### src/rtl/cmos_dvp_pkg.sv
// Shared definitions for the DVP/RGB565 sensor-side transmitter.
package cmos_dvp_pkg;

   // Frame sequencer states
   typedef enum logic [2:0] {
      ST_IDLE    = 3'd0,
      ST_VSYNC   = 3'd1,
      ST_V_BACK  = 3'd2,
      ST_ACTIVE  = 3'd3,
      ST_V_FRONT = 3'd4
   } dvp_state_t;

   // RGB565 field widths
   localparam int R_W    = 5;
   localparam int G_W    = 6;
   localparam int B_W    = 5;
   localparam int PIX_W  = R_W + G_W + B_W;
   localparam int BYTE_W = 8;

   // Default OV5640-style VGA timing
   localparam int DEF_H_ACTIVE  = 640;
   localparam int DEF_V_ACTIVE  = 480;
   localparam int DEF_H_BLANK   = 144;
   localparam int DEF_VSYNC_LEN = 4;
   localparam int DEF_V_BACK    = 8;
   localparam int DEF_V_FRONT   = 4;

endpackage

### src/rtl/cmos_dvp_tx_timing_gen.sv
// Frame/line timing for the DVP transmitter: byte and line counters,
// the frame sequencer, and the vsync/href/frame-boundary flags.
module dvp_timing_gen
   import cmos_dvp_pkg::*;
#(
   parameter int H_ACTIVE  = DEF_H_ACTIVE,
   parameter int V_ACTIVE  = DEF_V_ACTIVE,
   parameter int H_BLANK   = DEF_H_BLANK,
   parameter int VSYNC_LEN = DEF_VSYNC_LEN,
   parameter int V_BACK    = DEF_V_BACK,
   parameter int V_FRONT   = DEF_V_FRONT,
   localparam int LINE_LEN  = 2 * H_ACTIVE + H_BLANK,
   localparam int FRAME_LNS = VSYNC_LEN + V_BACK + V_ACTIVE + V_FRONT,
   localparam int H_W       = $clog2(LINE_LEN),
   localparam int V_W       = $clog2(FRAME_LNS)
) (
   input  logic           clk_cmos,
   input  logic           rst,
   input  logic           tx_en,
   output logic           vsync,
   output logic           href,
   output logic           frame_start,
   output logic           frame_end,
   output logic [H_W-1:0] h_cnt,
   output logic [V_W-1:0] v_cnt
);

   dvp_state_t     state_r, state_nxt_s;
   logic [H_W-1:0] h_cnt_r, h_nxt_s;
   logic [V_W-1:0] v_cnt_r, v_nxt_s;
   logic           line_end_s;

   assign line_end_s  = (h_cnt_r == H_W'(LINE_LEN - 1));
   assign frame_end   = (state_r == ST_V_FRONT) && line_end_s &&
                        (v_cnt_r == V_W'(FRAME_LNS - 1));
   assign frame_start = tx_en && ((state_r == ST_IDLE) || frame_end);
   assign vsync       = (state_r == ST_VSYNC);
   assign href        = (state_r == ST_ACTIVE) && (h_cnt_r < H_W'(2 * H_ACTIVE));
   assign h_cnt       = h_cnt_r;
   assign v_cnt       = v_cnt_r;

   // State and counter registers; reset aborts any frame in progress
   always_ff @(posedge clk_cmos) begin
      if (rst) begin
         state_r <= ST_IDLE;
         h_cnt_r <= '0;
         v_cnt_r <= '0;
      end else begin
         state_r <= state_nxt_s;
         h_cnt_r <= h_nxt_s;
         v_cnt_r <= v_nxt_s;
      end
   end

   // Next-state and counter advance; a frame always runs to its last line
   always_comb begin
      state_nxt_s = state_r;
      h_nxt_s     = h_cnt_r;
      v_nxt_s     = v_cnt_r;
      if (state_r == ST_IDLE) begin
         h_nxt_s = '0;
         v_nxt_s = '0;
      end else if (line_end_s) begin
         h_nxt_s = '0;
         v_nxt_s = v_cnt_r + V_W'(1);
      end else begin
         h_nxt_s = h_cnt_r + H_W'(1);
      end
      case (state_r)
         ST_IDLE: begin
            if (tx_en) state_nxt_s = ST_VSYNC;
            else       state_nxt_s = ST_IDLE;
         end
         ST_VSYNC: begin
            if (line_end_s && (v_cnt_r == V_W'(VSYNC_LEN - 1))) state_nxt_s = ST_V_BACK;
            else                                                 state_nxt_s = ST_VSYNC;
         end
         ST_V_BACK: begin
            if (line_end_s && (v_cnt_r == V_W'(VSYNC_LEN + V_BACK - 1))) state_nxt_s = ST_ACTIVE;
            else                                                          state_nxt_s = ST_V_BACK;
         end
         ST_ACTIVE: begin
            if (line_end_s && (v_cnt_r == V_W'(VSYNC_LEN + V_BACK + V_ACTIVE - 1)))
               state_nxt_s = ST_V_FRONT;
            else
               state_nxt_s = ST_ACTIVE;
         end
         ST_V_FRONT: begin
            if (frame_end) begin
               v_nxt_s = '0;
               if (tx_en) state_nxt_s = ST_VSYNC;
               else       state_nxt_s = ST_IDLE;
            end else begin
               state_nxt_s = ST_V_FRONT;
            end
         end
         default: begin
            state_nxt_s = ST_IDLE;
            h_nxt_s     = '0;
            v_nxt_s     = '0;
         end
      endcase
   end

endmodule

### src/rtl/cmos_dvp_tx.sv
// DVP/RGB565 sensor emulator: serialises 16-bit pixels (upstream stream or
// coordinate test pattern) into an OV5640-style vsync/href/byte stream.
module cmos_dvp_tx
   import cmos_dvp_pkg::*;
#(
   parameter int H_ACTIVE  = DEF_H_ACTIVE,
   parameter int V_ACTIVE  = DEF_V_ACTIVE,
   parameter int H_BLANK   = DEF_H_BLANK,
   parameter int VSYNC_LEN = DEF_VSYNC_LEN,
   parameter int V_BACK    = DEF_V_BACK,
   parameter int V_FRONT   = DEF_V_FRONT
) (
   input  logic              clk_cmos,
   input  logic              rst,
   input  logic              tx_en,
   input  logic              pattern_sel,
   input  logic [PIX_W-1:0]  pix_data,
   input  logic              pix_valid,
   output logic              pix_ready,
   output logic              cmos_vsync,
   output logic              cmos_href,
   output logic [BYTE_W-1:0] cmos_dout,
   output logic [15:0]       frame_cnt,
   output logic              underflow
);

   localparam int LINE_LEN  = 2 * H_ACTIVE + H_BLANK;
   localparam int FRAME_LNS = VSYNC_LEN + V_BACK + V_ACTIVE + V_FRONT;
   localparam int H_W       = $clog2(LINE_LEN);
   localparam int V_W       = $clog2(FRAME_LNS);

   logic              vsync_s, href_s, frame_start_s, frame_end_s;
   logic [H_W-1:0]    h_cnt_s;
   logic [V_W-1:0]    v_cnt_s;
   logic              pattern_r;
   logic [BYTE_W-1:0] lo_byte_r;
   logic              underflow_r;
   logic [15:0]       frame_cnt_r;
   logic [PIX_W-1:0]  pixel_s;
   logic [7:0]        pat_x_s, pat_y_s;
   logic              take_s, pix_ready_s;
   logic [BYTE_W-1:0] dout_s;

   dvp_timing_gen #(
      .H_ACTIVE  (H_ACTIVE),
      .V_ACTIVE  (V_ACTIVE),
      .H_BLANK   (H_BLANK),
      .VSYNC_LEN (VSYNC_LEN),
      .V_BACK    (V_BACK),
      .V_FRONT   (V_FRONT)
   ) u_timing (
      .clk_cmos    (clk_cmos),
      .rst         (rst),
      .tx_en       (tx_en),
      .vsync       (vsync_s),
      .href        (href_s),
      .frame_start (frame_start_s),
      .frame_end   (frame_end_s),
      .h_cnt       (h_cnt_s),
      .v_cnt       (v_cnt_s)
   );

   // A pixel is fetched on every even active byte; upstream is only asked in stream mode
   assign take_s      = href_s & ~h_cnt_s[0];
   assign pix_ready_s = take_s & ~pattern_r;

   // Pixel source: coordinate pattern, upstream data, or zero on starvation
   always_comb begin
      pat_x_s = 8'(h_cnt_s >> 1);
      pat_y_s = 8'(v_cnt_s - V_W'(VSYNC_LEN + V_BACK));
      if (pattern_r)      pixel_s = {pat_y_s, pat_x_s};
      else if (pix_valid) pixel_s = pix_data;
      else                pixel_s = {PIX_W{1'b0}};
   end

   // Byte serialiser: high byte passes straight out, low byte comes from the holding register
   always_comb begin
      if (!href_s)          dout_s = 8'h00;
      else if (!h_cnt_s[0]) dout_s = pixel_s[15:8];
      else                  dout_s = lo_byte_r;
   end

   // Frame-held mode select, low-byte holding register, sticky underflow and frame counter
   always_ff @(posedge clk_cmos) begin
      if (rst) begin
         pattern_r   <= 1'b0;
         lo_byte_r   <= 8'h00;
         underflow_r <= 1'b0;
         frame_cnt_r <= 16'h0000;
      end else begin
         if (frame_start_s) pattern_r <= pattern_sel;
         else               pattern_r <= pattern_r;
         if (take_s) lo_byte_r <= pixel_s[7:0];
         else        lo_byte_r <= lo_byte_r;
         if (pix_ready_s && !pix_valid) underflow_r <= 1'b1;
         else                           underflow_r <= underflow_r;
         if (frame_end_s) frame_cnt_r <= frame_cnt_r + 16'd1;
         else             frame_cnt_r <= frame_cnt_r;
      end
   end

   assign pix_ready  = pix_ready_s;
   assign cmos_vsync = vsync_s;
   assign cmos_href  = href_s;
   assign cmos_dout  = dout_s;
   assign frame_cnt  = frame_cnt_r;
   assign underflow  = underflow_r;

endmodule

### config.mk
export PLATFORM = sky130hd
export DESIGN_NAME = cmos_dvp_tx
export DESIGN_NICKNAME = d
export VERILOG_FILES = /design/src/rtl/cmos_dvp_pkg.sv /design/src/rtl/cmos_dvp_tx_timing_gen.sv /design/src/rtl/cmos_dvp_tx.sv
export SDC_FILE = /design/constraint.sdc
export NUM_CORES = 1
export LEC_CHECK = 0
export ABC_AREA = 1
export CAP_MARGIN = 30
export CELL_PAD_IN_SITES_DETAIL_PLACEMENT = 0
export CELL_PAD_IN_SITES_GLOBAL_PLACEMENT = 1
export CORE_UTILIZATION = 37
export CTS_CLUSTER_DIAMETER = 120
export CTS_CLUSTER_SIZE = 20
export DETAILED_ROUTE_END_ITERATION = 10
export GPL_TIMING_DRIVEN = 0
export PLACE_DENSITY = 0.8
export RECOVER_POWER = 25
export SLEW_MARGIN = 40
export SYNTH_ARGS = -nofsm -noshare
export SYNTH_HDL_FRONTEND = slang
export SYNTH_SLANG_ARGS = --single-unit
export TNS_END_PERCENT = 20
### constraint.sdc
create_clock -name clk_cmos -period 2.1 [get_ports clk_cmos]
set_clock_uncertainty 0.05 [all_clocks]
set_input_delay 0.42 -clock clk_cmos [delete_from_list [all_inputs] [get_ports clk_cmos]]
set_output_delay 0.42 -clock clk_cmos [all_outputs]
set_load 0.05 [all_outputs]
==> summary.md <==
| Metric | Value |
|---|---|
| Crit-path max cell delay | `340 ps` |
| Power Internal | `1236 uW` |
| Clock transition at the registers of the reported paths | `90 ps` |
| Area occupied by registers | `999.7 um2` |
| Leak | `0.001347 uW` |
| Initial antenna violation count | `0` |
| DRC errors left | `0` |
| Power Density | `445.1 nW/um2` |
| FF-to-FF Start | `u_timing.h_cnt[0]` |
| Worst Path Arrival | `1720 ps` |
| Num CTS Buffers | `5` |
| CP endpoint | `cmos_dout[5]` |
| Final antenna-violating net count | `0` |
| CP endpoint kind | `output pin` |
| Switching power | `409.2 uW` |
| Routed wire length | `7.653 mm` |
| Worst Tran Pin Value | `597.3 ps` |
| CORE AREA | `7292 um2` |
| Largest family of logic cells by synthesized area | `simple AND/OR/NAND/NOR gates` |
| Placer Congestion | `0.8083` |
| Vias | `2847` |
| Crit start category | `register` |
| Total Routing Usage GR | `0.2080` |
| Syn Nets | `439` |
| Ports | `49` |
| Critical path class | `register to output pin` |
| Compound-Gate Fraction of Synth Area | `0.1174` |
| Max-slew violation count | `0` |
| Clk buf depth | `2` |
| Post-Route Setup TNS | `-279.6 ps` |
| CP max-delay cell | `dfxtp_2` |
| Clock power share | `0.338` |
| Height of the die | `88.86 um` |
| CP startpoint | `u_timing.state_r[0]` |
| Switching share of power | `0.2487` |
| Drt initial violations | `109` |
| Syn avg cell area | `6.775 um2` |
| Unrepaired setup endpoints after global routing | `yes` |
| Status | `finished, violations left` |
| Period utilisation layout | `1.045` |
| Register bit total from synthesis | `49` |
| GR Overflow Total | `0` |
| Cell Chain, Critical Path | `nand2_2, nor2_4, nand2_4, nor2_4, buf_6, or2_4, nand2_2, a31oi_4, buf_6` |
| Total Nets Final | `508` |
| Worst Path Required | `1630 ps` |
| R2R Setup Slk | `100 ps` |
| Die width | `88.86 um` |
| Final WS setup | `-93.59 ps` |
| Post-Synthesis Cells | `412` |
| Via density | `4.900` |
| Synth cell types | `34` |
| First-pass GRT wire length | `12.54 mm` |
| Failing checks | `setup timing` |
| Vias in the first global route | `2643` |
| Total clock sinks | `49` |
| Post-detailed-route wirelength per cell | `13.17 um` |
| Maxcap violations | `0` |
| R2R Path End | `u_timing.v_cnt[7]` |
| Maximum fanout along the worst path | `6` |
| IR drop worst, VDD | `0.0002323 V` |
| First drt pass iteration count | `4` |
| CTS tree | `yes` |
| Final Setup Violations | `6` |
| # fillers | `803` |
| Post-CTS Hold Buffers | `0` |
| Hold Slack | `446.0 ps` |
| Hold Crit Class | `register to register` |
| Syn-to-layout area delta | `32.45%` |
| Final hold violation count | `0` |
| Final min period | `2194 ps` |
| H-tree Lvls | `2` |
| Post-synthesis mux area share | `0` |
| Total Power | `1646 uW` |
| Synth Area in Adders | `0.02689` |
| Post-Synth XOR/XNOR Area | `0.04706` |
| Final design utilization | `0.5070` |
| Share of cells above drive strength 1 | `0.1909` |
| R2R cell count | `10` |
| Clk_lat worst skew | `300 ps` |
| Pin count of the biggest net entering global routing | `15` |
| Synth Area in Simple Gates | `0.3752` |
| Area of the multi-input gates | `1689 um2` |
| Ys Warns | `0` |
| Die area | `7896 um2` |
| Post-Syn Area | `2791 um2` |
| Reg power frac | `0.569` |
| Headroom to the max-slew limit | `0.6035` |
| F_max | `455.9 MHz` |
| Port bufs | `48` |
| Root Driver | `clkbuf_8` |
| FP Rows | `31` |
| Logic pwr share | `0.092` |
| Dpl hpwl | `5.606 mm` |
| Sequential fraction of the synthesis area | `0.3514` |
| Ant diodes | `0` |
| Initial core utilization | `0.3828` |
-- layer usage --
layer	global-route usage	up-vias	wire length [um]
li1	-	1480	-
met3	0.03358	7	263
met4	0.05718	0	87
met5	0	-	0
met2	0.3427	56	3585
met1	0.2815	1304	3718
-- cell families after synthesis --
group,Yosys count
AND/OR/NAND/NOR,229
buffers and inverters,57
AO/OA/AOI/OAI,56
flip-flops,49
XOR/XNOR,15
adder cells (fa/ha/maj),6
-- metrics by stage --
step	std cells	instance area [um2]	worst slack (ps)
global placement	559	3442	-1187
detailed placement	559	3442	-1211
finish	581	3697	-93.59
global route	581	3697	-161.1
floorplan	412	2838	-138.9
CTS	576	3672	-157.1
-- final cells by class --
type | count | area share
plain buffers | 8 | 0.01523
clock buffers | 7 | 0.02064
clock inverters | 1 | 0.002030
inverters | 48 | 0.04873
multi-input cells | 306 | 0.4569
flip-flops and latches | 49 | 0.2704
well taps | 99 | 0.03350
repair buffers | 63 | 0.1526
-- sequential cells by signal (all words and copies together) (netlist names) --
register	flops
frame_cnt	16
lo_byte_r	8
pattern_r	1
u_timing.h_cnt	11
u_timing.state_r	3
u_timing.v_cnt	9
underflow	1
-- power groups by stage --
stage | sequential (uW) | combinational, uW | clock, uW
4_1_cts | 941 | 151 | 587
2_1_floorplan | 957 | 70.5 | 0
3_5_place_dp | 958 | 138 | 0
5_1_grt | 938 | 167 | 626
6_report | 937 | 152 | 557
3_3_place_gp | 957 | 138 | 0
-- what timing repair did --
item	in CTS	in global routing
buffers inserted	10	5
setup endpoints to repair	11	21
resized for setup	93	19
pin swaps	8	4
-- critical path: cells and delay by family, from the launching register on --
kind / cells / cell delay, ps
and+or+nand+nor: 6 / 620
DFF: 1 / 340
AOI/OAI and AO/OA: 1 / 150
buffers and inverters: 2 / 310
-- placed cells by master (no fill, tap or decap), types with 11 or more instances in the layout --
cell / synthesis / final
a21oi_1: 29 / 27
buf_4: 1 / 16
buf_6: 1 / 11
clkdlybuf4s50_1: 0 / 31
dfxtp_1: 49 / 40
inv_1: 41 / 39
nand2_1: 96 / 94
nand3_1: 28 / 28
nor2_1: 53 / 53
nor3_1: 17 / 16
xor2_1: 14 / 14
-- cells in the mapped netlist, drive strengths merged --
cell / n / area (um2)
xor2: 14 / 122.6
clkbuf: 4 / 15.01
nand3: 30 / 160.2
ha: 6 / 75.07
a22oi: 8 / 60.06
nand2: 101 / 396.6
nand3b: 1 / 7.510
nor2: 58 / 244.0
o21a: 1 / 7.510
xnor2: 1 / 8.760
a21oi: 29 / 145.1
o21ai: 8 / 40.04
nor3b: 7 / 52.55
a31oi: 3 / 18.77
nand4: 4 / 25.02
buf: 5 / 33.78
inv: 47 / 176.4
or2: 9 / 56.31
nor3: 19 / 105.1
a221oi: 3 / 26.28
a211oi: 4 / 30.03
dfxtp: 49 / 980.9
clkinv: 1 / 3.750
-- how the worst min path moves through the flow --
stage	startpoint	endpoint	slack, ps	depth (start not counted)
2_1_floorplan	u_timing.h_cnt[10]	u_timing.h_cnt[10]	410	2
3_3_place_gp	u_timing.h_cnt[10]	u_timing.h_cnt[10]	420	2
3_5_place_dp	u_timing.h_cnt[10]	u_timing.h_cnt[10]	430	2
4_1_cts	frame_cnt[13]	frame_cnt[13]	450	2
5_1_grt	frame_cnt[13]	frame_cnt[13]	470	2
6_report	frame_cnt[13]	frame_cnt[13]	450	2
No activity file was read; power rests on OpenSTA's default activity.
==> RTL change 1: new RTL, config.mk and constraints unchanged <==
`DEF_H_ACTIVE`: 640 -> 320.
--- a/src/rtl/cmos_dvp_pkg.sv
+++ b/src/rtl/cmos_dvp_pkg.sv
@@ -20,3 +20,3 @@
    // Default OV5640-style VGA timing
-   localparam int DEF_H_ACTIVE  = 640;
+   localparam int DEF_H_ACTIVE  = 320;
    localparam int DEF_V_ACTIVE  = 480;
Behaviour: same outputs for any inputs over 10 cycles, from zero or initial values and one cycle with rst high; that may be too few to reach the edited logic, so the function may still have changed.
==> RTL change 1 against the unedited design <==
- the flow still finishes with violations (negative setup slack)
- power grew 9.1%
- worst setup slack got worse by 0.072 ns
- count of clock-buffer cells in the layout decreased by 1
- area after synthesis grew 1.1%
- first-iteration DRC count decreased by 10%
- design area is 3.5% higher
- clock power grew 30%
- register-to-register slack worse by 0.03 ns
- sequential cell count decreased by 1
- routed wire length increased by 3.8%
==> RTL change 1: results (changes against the unedited design) <==
[synth]
synthTopCellsByCount=nand2_1 (85), inv_1 (57), nor2_1 (54)  ; was nand2_1 (96), nor2_1 (53), dfxtp_1 (49)
synth-xor-area-share_pct=4.34  ; was 4.71%
syn_nets=444  ; was 439
ys_seq_area_share_pct=34.0  ; was 35.1%
muxShareOfSynthArea_pct=0.355  ; was 0%
synth_compound_gate_area_share_pct=13.6  ; was 11.7%
synth_cell_types=38  ; was 34

[clocking]
cts_resized=92  ; was 93
clock-sinks=48  ; was 49
post-cts-setup-buffers=9  ; was 10

[place]
placed_area_mm2=0.00351  ; was 0.00344 mm^2
dpl.cell_count=564  ; was 559
dp_hpwl_um=5950  ; was 5610 um
dpl_worst_slack_ns=-1.27  ; was -1.21 ns

[power]
p_leak_nw=1.41  ; was 1.35 nW
ir_drop_mv=0.199  ; was 0.232 mV

[detailed_routing]
wl_met2_um=3960  ; was 3590 um
drt_iter0_drc=98  ; was 109
vias_per_cell=4.90  ; about the same
avgRoutedWirePerCell_um=13.6  ; was 13.2 um

[timing]
setup_slack_ns=-0.165  ; was -0.0936 ns
setup_viol=8  ; was 6
tns_ns=-0.851  ; was -0.280 ns

[global_routing]
use_met1_pct=25.6  ; was 28.1%
grt.total_usage_pct=21.0  ; was 20.8%
grt_max_degree=16  ; was 15
grt_use_met3_pct=3.14  ; was 3.36%

[run_status]
violations=negative setup slack  ; unchanged
status=complete, but fails checks  ; unchanged

[finish]
stdcell_count=586  ; was 581
multi_input_cells=300  ; was 306
sh_seq_area_pct=25.8  ; was 27.0%
clock_buffers=6  ; was 7
buffer_area_share_pct=16.5  ; was 16.8%

[worst_setup_path]
slowest_delay_ns=0.36  ; was 0.34 ns
critPathMaxFanout=5  ; was 6
path_delay_family=buffers and inverters  ; was simple AND/OR/NAND/NOR gates

-- RTL change 1: power by group --
group	total (mW)	switching [mW]	internal [mW]
clock network	0.726	0.336	0.390
registers	0.912	0.00441	0.907
logic	0.157	0.0907	0.0666
-- RTL change 1: path summary, 6_finish.rpt --
| path | startpoint | to | slack (ns) | depth (start not counted) |
|---|---|---|---|---|
| setup / recovery | u_timing.state_r[2]$_SDFF_PP0_ | cmos_dout[6] | -0.17 | 7 |
| hold / removal | u_timing.h_cnt[9]$_SDFF_PP0_ | u_timing.h_cnt[9]$_SDFF_PP0_ | 0.44 | 2 |
| setup reg to reg | u_timing.v_cnt[0]$_SDFF_PP0_ | u_timing.v_cnt[7]$_SDFF_PP0_ | 0.07 | 11 |
| hold reg to reg | u_timing.h_cnt[9]$_SDFF_PP0_ | u_timing.h_cnt[9]$_SDFF_PP0_ | 0.44 | 2 |
==> RTL change 2: new RTL, same settings <==
Without the edit above. Put a register stage on the output `cmos_vsync`, cleared by the reset. The value now appears one clock later. The other outputs are not delayed to match.
--- a/src/rtl/cmos_dvp_tx.sv
+++ b/src/rtl/cmos_dvp_tx.sv
@@ -102,3 +102,9 @@
    assign pix_ready  = pix_ready_s;
-   assign cmos_vsync = vsync_s;
+   always_ff @(posedge clk_cmos) begin
+      if (rst) begin
+         cmos_vsync <= '0;
+      end else begin
+         cmos_vsync <= vsync_s;
+      end
+   end
    assign cmos_href  = href_s;
Behaviour: not the same (Yosys sat finds a counterexample within 4 cycles, from zero or initial values and one cycle with rst high).
==> RTL change 2 against the unedited design <==
- the flow still finishes with violations (negative setup slack)
- synthesized cell count increased by 3.6%
- via count increased by 3.9%
- worst setup slack got worse by 0.13 ns
- design area increased by 3.5%
- area after synthesis increased by 4.3%
- hold slack improved by 0.0077 ns
- sequential cell count increased by 1
- sequential power increased by 2.5%
- global-route usage decreased by 1.1 points
- routed wire length increased by 4.9%
- maximum frequency decreased by 5.6%
- core utilization increased by 0.67 points
- power increased by 12%
- critical endpoint unchanged
==> RTL change 2: results (changes against the unedited design) <==
[place]
dp_hpwl_um=6100  ; was 5610 um
port_buffers=47  ; was 48
dpl_worst_slack_ns=-1.10  ; was -1.21 ns

[min_path]
hp-start=u_timing.h_cnt[3]$_SDFF_PP0_  ; was frame_cnt[13]$_SDFFE_PP0P_
holdPathEnd=u_timing.h_cnt[3]$_SDFF_PP0_  ; was frame_cnt[13]$_SDFFE_PP0P_

[detailed_routing]
routed_wl_um=8030  ; was 7650 um
drt_iter0_drc=115  ; was 109
vias=2958  ; was 2847
met3WireLength_um=294  ; was 263 um
wl_met1_um=3950  ; was 3720 um

[finish]
n_sequential_cell=50  ; was 49
buffers=66  ; was 71
regArea_mm2=0.00101  ; was 1000 um^2
nonClockInverterCount=47  ; was 48
multi_input_cells=319  ; was 306
fillerInstances=770  ; was 803
clock_buffers=5  ; was 7
multi_input_area_mm2=0.00177  ; was 0.00169 mm^2
final_nets=516  ; was 508
buffer_area_share_pct=16.5  ; was 16.8%
clk_share_pct=2.94  ; was 2.27%

[synth]
synth_cell_types=33  ; was 34
ys_seq_area_share_pct=34.4  ; was 35.1%
synthTopCellsByArea=dfxtp_1 (34%), nand2_1 (12%), nor2_1 (6.7%)  ; was dfxtp_1 (35%), nand2_1 (13%), nor2_1 (7.1%)
syn_nets=454  ; was 439
synthTopCellsByCount=nand2_1 (95), nor2_1 (52), dfxtp_1 (50)  ; was nand2_1 (96), nor2_1 (53), dfxtp_1 (49)

[worst_setup_path]
critPathLaunch=u_timing.state_r[1]$_SDFF_PP0_  ; was u_timing.state_r[0]$_SDFF_PP0_
r2r_slack_ns=0.18  ; was 0.10 ns
cp.arrival_ns=1.85  ; was 1.72 ns
rr_endpoint=u_timing.v_cnt[4]$_SDFF_PP0_  ; was u_timing.v_cnt[7]$_SDFF_PP0_
slowest_delay_ns=0.36  ; was 0.34 ns

[clocking]
post-cts-setup-buffers=7  ; was 10

[power]
power_switching_uw=458  ; was 409 uW
ir_drop_mv=0.237  ; was 0.232 mV

[global_routing]
grt.total_usage_pct=19.7  ; was 20.8%
grt_use_met3_pct=3.28  ; was 3.36%
grt_max_degree=17  ; was 15
use_met1_pct=26.3  ; was 28.1%
use_met2_pct=32.8  ; was 34.3%
grt_pass1_vias=2724  ; was 2643
grt_pass1_wl_um=12900  ; was 12500 um

[run_status]
status=complete, but fails checks  ; unchanged
violations=negative setup slack  ; unchanged

[timing]
worst_pin_slew_ns=0.576  ; was 0.597 ns
setup_viol=9  ; was 6
setup_slack_ns=-0.223  ; was -0.0936 ns

## RTL change 2: changes by cell type after synthesis, moves of 4 or more
cell / before / now
inv_1: 41 / 45
nor2_4: 0 / 5
inv_2: 6 / 1
nand4_1: 4 / 10
a21oi_1: 29 / 37
xor2_1: 14 / 10
## RTL change 2: worst max-delay path, delay by kind of cell (launching register included)
| family | cells | cell delay [ns] |
|---|---|---|
| simple gates | 5 | 0.71 |
| flops | 1 | 0.36 |
| buf+inv | 3 | 0.34 |
| compound gates | 1 | 0.12 |
## RTL change 2: kinds of logic (layout without fill, tap and decap cells)
group / Yosys count / after routing / synth area share, %
simple gates: 241 / 241 / 39.4
compound gates: 62 / 62 / 12.3
buf+inv: 58 / 121 / 8.34
flops: 50 / 50 / 34.4
xor+xnor: 10 / 10 / 3.01
fa+ha+maj: 6 / 6 / 2.58
## RTL change 2: power groups by stage
stage / clock [mW] / sequential (mW) / combinational [mW]
floorplan: 0 / 0.981 / 0.0760
global placement: 0 / 0.978 / 0.148
finish: 0.721 / 0.960 / 0.155
global route: 0.766 / 0.961 / 0.170
detailed placement: 0 / 0.978 / 0.148
CTS: 0.737 / 0.960 / 0.154
## RTL change 2: through the flow
| stage | TNS [ns] | util, % | std cells | hold slack [ns] | area, um^2 |
|---|---|---|---|---|---|
| floorplan | -0.380 | - | 427 | 0.383 | 2970 |
| global placement | -7.96 | 47.8 | 573 | 0.406 | 3560 |
| detailed placement | -8.03 | 47.8 | 573 | 0.410 | 3560 |
| CTS | -1.48 | 50.6 | 587 | 0.451 | 3770 |
| global route | -2.06 | 51.4 | 589 | 0.484 | 3830 |
| finish | -1.35 | 51.4 | 589 | 0.454 | 3830 |
